### src/rtl/uart_rx_ctrl.sv
// UART receive sequencer: synchronises the line, times start/data/stop sampling and
// hands completed frames to the consumer through a one-entry holding register.
module uart_rx_ctrl #(
    parameter int FRAME_WIDTH  = 8,
    parameter int CLKS_PER_BIT = 868,
    parameter int SYNC_STAGES  = 2
) (
    input  logic                   clk,
    input  logic                   rst,
    input  logic                   rx_in,
    input  logic                   rx_ready,
    output logic [FRAME_WIDTH-1:0] rx_data,
    output logic                   rx_valid,
    output logic                   busy,
    output logic                   frame_err,
    output logic                   overrun,
    output logic                   frame_dn
);

    localparam int CW = $clog2(CLKS_PER_BIT);
    localparam int BW = (FRAME_WIDTH > 1) ? $clog2(FRAME_WIDTH) : 1;
    localparam logic [CW-1:0] HALF_LOAD = CW'(CLKS_PER_BIT / 2 - 1);
    localparam logic [CW-1:0] FULL_LOAD = CW'(CLKS_PER_BIT - 1);
    localparam logic [BW-1:0] LAST_BIT  = BW'(FRAME_WIDTH - 1);

    typedef enum logic [2:0] {
        ST_IDLE,
        ST_START,
        ST_DATA,
        ST_STOP,
        ST_BREAK
    } state_t;

    state_t                 state;
    state_t                 state_next;
    logic [SYNC_STAGES-1:0] sync_q;
    logic                   rx_s;
    logic [CW-1:0]          baud_cnt;
    logic [BW-1:0]          bit_cnt;
    logic [FRAME_WIDTH-1:0] shift_q;
    logic [FRAME_WIDTH-1:0] shift_next;
    logic                   tick;
    logic                   load_half;
    logic                   load_full;
    logic                   shift_en;
    logic                   stop_good;
    logic                   stop_bad;
    logic                   accept;
    logic                   load_byte;

    assign rx_s = sync_q[SYNC_STAGES-1];
    assign tick = (baud_cnt == '0);
    assign busy = (state != ST_IDLE);

    // Handshake: a byte moves to the consumer on any cycle with rx_valid & rx_ready;
    // rx_data is held stable while rx_valid is high and rx_ready is ignored otherwise.
    assign accept    = rx_valid & rx_ready;
    assign load_byte = stop_good & (~rx_valid | rx_ready);

    always_ff @(posedge clk or posedge rst) begin
        if (rst) begin
            state <= ST_IDLE;
        end else begin
            state <= state_next;
        end
    end

    always_comb begin
        state_next = state;
        load_half  = 1'b0;
        load_full  = 1'b0;
        shift_en   = 1'b0;
        stop_good  = 1'b0;
        stop_bad   = 1'b0;
        case (state)
            ST_IDLE: begin
                if (!rx_s) begin
                    state_next = ST_START;
                    load_half  = 1'b1;
                end
            end
            ST_START: begin
                if (tick) begin
                    if (rx_s) begin
                        state_next = ST_IDLE;
                    end else begin
                        state_next = ST_DATA;
                        load_full  = 1'b1;
                    end
                end
            end
            ST_DATA: begin
                if (tick) begin
                    shift_en  = 1'b1;
                    load_full = 1'b1;
                    if (bit_cnt == LAST_BIT) begin
                        state_next = ST_STOP;
                    end
                end
            end
            ST_STOP: begin
                if (tick) begin
                    if (rx_s) begin
                        stop_good  = 1'b1;
                        state_next = ST_IDLE;
                    end else begin
                        stop_bad   = 1'b1;
                        state_next = ST_BREAK;
                    end
                end
            end
            ST_BREAK: begin
                if (rx_s) begin
                    state_next = ST_IDLE;
                end
            end
            default: state_next = ST_IDLE;
        endcase
    end

    // New bits enter at the MSB so the first bit received ends up in the LSB.
    always_comb begin
        shift_next                = shift_q >> 1;
        shift_next[FRAME_WIDTH-1] = rx_s;
    end

    always_ff @(posedge clk or posedge rst) begin
        if (rst) begin
            sync_q    <= '1;
            baud_cnt  <= '0;
            bit_cnt   <= '0;
            shift_q   <= '0;
            rx_data   <= '0;
            rx_valid  <= 1'b0;
            frame_dn  <= 1'b0;
            frame_err <= 1'b0;
            overrun   <= 1'b0;
        end else begin
            sync_q <= {sync_q[SYNC_STAGES-2:0], rx_in};

            if (load_half) begin
                baud_cnt <= HALF_LOAD;
            end else if (load_full) begin
                baud_cnt <= FULL_LOAD;
            end else if (!tick) begin
                baud_cnt <= baud_cnt - 1'b1;
            end

            if (state != ST_DATA) begin
                bit_cnt <= '0;
            end else if (shift_en) begin
                bit_cnt <= bit_cnt + 1'b1;
            end

            if (shift_en) begin
                shift_q <= shift_next;
            end

            // A byte arriving while the old one is accepted replaces it without a gap.
            if (load_byte) begin
                rx_data  <= shift_q;
                rx_valid <= 1'b1;
            end else if (accept) begin
                rx_valid <= 1'b0;
            end

            frame_dn  <= stop_good | stop_bad;
            frame_err <= stop_bad;
            overrun   <= stop_good & ~load_byte;
        end
    end

endmodule
### config.mk
export PLATFORM = sky130hd
export DESIGN_NAME = uart_rx_ctrl
export DESIGN_NICKNAME = d
export VERILOG_FILES = /design/src/rtl/uart_rx_ctrl.sv
export SDC_FILE = /design/constraint.sdc
export NUM_CORES = 1
export LEC_CHECK = 0
export ABC_AREA = 1
export CORE_MARGIN = 2
export CORE_UTILIZATION = 45
export DETAILED_ROUTE_END_ITERATION = 10
export SKIP_LAST_GASP = 1
export SYNTH_ARGS = -nofsm -noshare
export SYNTH_HDL_FRONTEND = slang
export SYNTH_SLANG_ARGS = --single-unit
### constraint.sdc
create_clock -name clk -period 2.5 [get_ports clk]
set_input_delay 0.5 -clock clk [delete_from_list [all_inputs] [get_ports clk]]
set_output_delay 0.5 -clock clk [all_outputs]
set_load 0.01 [all_outputs]
==> reports/results.ini <==
[placed_design]
port_buffers=16
place_congestion=0.799
dp_hpwl_um=2530

[clock_network]
postCtsSetupRepairBufs=0
cts_tree=done
cts_max_level=2
numCtsBuffers=5
cts_sinks=38
postCtsHoldBufs=0
cts.repair.resized=0
clockBufferDepth=2
cts_root_buffer=clkbuf_8
clk_latency_ns=0.29
clk_pin_slew_ns=0.07

[die]
rows=23
coreArea_um2=4060
dieArea_um2=4790
start_util_pct=47.1
die_h_um=69.2
boundaryPins=17
die_w_um=69.2

[finish]
layout-drive-gt1-share_pct=22.7
nFillCells=360
multi_input_comb_area_um2=798
mostFrequentLayoutCell=nand2_1
ff_latch_area_um2=953
antenna_cells=0
layout_common_cells=50 x nand2_1, 36 x dfrtp_1, 26 x inv_1
nets=232
final_util_pct=54.2
syn2layout_area_growth_pct=15.0

[critical_path]
critPathBufInv=1
endpoint_kind=output pin
crit_type=reg2out
max_stage_delay_ns=0.48
path_delay_family=buffers and inverters
start_kind=flip-flop
crit_required_ns=2.00
arrival_ns=1.44
cp_cell_sequence=nor2_2 > nand2_1 > clkdlybuf4s50_1
critPathMaxFanout=5
cp_slowest_cell=clkdlybuf4s50_1

[sta]
slew-limit-headroom_pct=69.1
maxSlewViolCount=0
tns_ns=0
fin_crit_ns=1.94
setup_viol=0
hold_viol_final=0
tightest_slew_ns=0.463
fmax_mhz=516
rsz0062_at_grt=false
fin_crit_sh_pct=77.6
skew_ns=0.00456

[pwr]
p_sw_share_pct=21.9
ir_drop_mv=0.349
pwr-share-clk_pct=41.0
switchingPower_mw=0.239
power.total_mw=1.09
p_int_mw=0.851
p_seq_share_pct=56.9
power.leakage_nw=1.06
combPwrFrac_pct=2.1
p_per_area_nw_per_um2=496

[grt]
grt_pass1_vias=1440
grt_busiest_layer=met2
use_met2_pct=27.6
grt_max_degree=39
overflow=0
grt_util_met1_pct=18.1
grt_pass1_wl_um=6080
grt_use_met3_pct=4.51
antenna_found_initial=0
grt_use_total_pct=15.8

[detailed_routing]
drt-pass1-iter-count=4
wl_per_cell_um=12.3
drt_wl_total_um=3390
vias=1360
drc_errors=0
ant_nets=0
vias_per_cell=4.95
drt_iter0_markers=45

[logic_synthesis]
synth-simple-area-share_pct=26.3
ys.flop_type=dfrtp_1
synth_cells=203
synth_compound_area_share_pct=11.9
synth_cell_type_count=29
synth_fp_nets=211
synth_fa_ha_area_share_pct=2.62
synth_top_family_by_area=simple AND/OR/NAND/NOR gates
synth-edff-count=0
avgSynthCellArea_um2=9.42
async_flop_share_pct=100
synth_xor_area_share_pct=0.916
synth_seq_area_share_pct=49.9
ys_seq_elements=38
netlist_area_um2=1910
synth-warning-count=0
synthMuxAreaShare_pct=0

[status]
status=complete, no violations

[hold_path]
holdCritPathClass=reg2reg

[run]
cap_violations=0

-- kinds of logic (layout without fill, tap and decap cells) --
kind of cell | Yosys count | count (layout)
XOR/XNOR | 2 | 2
flip-flops | 38 | 38
buffers and inverters | 33 | 55
AO/OA/AOI/OAI | 28 | 28
adder cells (fa/ha/maj) | 4 | 4
AND/OR/NAND/NOR | 98 | 98
-- routing by layer --
metal | wire [um] | up-vias
met3 | 138 | 12
li1 | - | 678
met5 | 0 | -
met4 | 81 | 0
met2 | 1670 | 35
met1 | 1500 | 635
-- registers in the layout (all words and copies together), names as in the netlist --
name and count:
shift_q 8, state 3, overrun 1, rx_valid 1, sync_q 2, rx_data 8
bit_cnt 3, frame_dn 1, frame_err 1, baud_cnt 10
-- worst paths after layout --
path | startpoint | to | slack [ns] | cells after the start
worst min register to register | sync_q[0] | sync_q[1] | 0.36 | 0
worst max-delay path | state[2] | busy | 0.56 | 3
min in group asynchronous | rst | baud_cnt[9] | 0.61 | 3
worst max register to register | baud_cnt[0] | rx_data[0] | 0.64 | 9
worst min-delay path | sync_q[0] | sync_q[1] | 0.36 | 0
max in group asynchronous | rst | sync_q[0] | 1.54 | 3
-- cells in the mapped netlist (2+ instances only) --
| cell | number | area, um2 |
|---|---|---|
| nand2_2 | 6 | 37.5 |
| nor2_2 | 2 | 12.5 |
| nand3_1 | 10 | 50.1 |
| a21oi_1 | 3 | 15.0 |
| buf_6 | 2 | 22.5 |
| nand4_1 | 5 | 31.3 |
| nand2_1 | 50 | 188 |
| dfstp_2 | 2 | 52.6 |
| nor2_1 | 15 | 56.3 |
| inv_2 | 3 | 11.3 |
| o21ai_2 | 18 | 158 |
| inv_1 | 26 | 97.6 |
| nor2_4 | 4 | 45.0 |
| ha_1 | 4 | 50.1 |
| dfrtp_1 | 36 | 901 |
| o21ai_0 | 4 | 20.0 |
-- final cells by class --
type,instances,area share (%)
flip-flops and latches,38,43.4
multi-input cells,132,36.3
repair buffers,17,7.63
inverters,30,5.35
clock buffers,6,3.76
well taps,50,2.85
clock inverters,2,0.740
-- power groups by stage --
| stage | clock network (mW) | logic (mW) | registers (mW) |
|---|---|---|---|
| 3_3_place_gp | 0 | 0.0238 | 0.631 |
| 6_report | 0.447 | 0.0231 | 0.620 |
| 5_1_grt | 0.491 | 0.0267 | 0.620 |
| 3_5_place_dp | 0 | 0.0243 | 0.632 |
| 4_1_cts | 0.462 | 0.0244 | 0.619 |
| 2_1_floorplan | 0 | 0.0140 | 0.631 |
-- per-stage QoR --
step	setup WS, ns	std cells	hold WS, ns	area [um2]
after floorplan	0.991	203	0.345	1910
after global placement	0.700	267	0.348	2100
after detailed placement	0.629	267	0.352	2100
after CTS	0.559	275	0.363	2200
after global routing	0.461	275	0.371	2200
final	0.561	275	0.360	2200
Note: power is estimated with default switching activity, not from simulation.
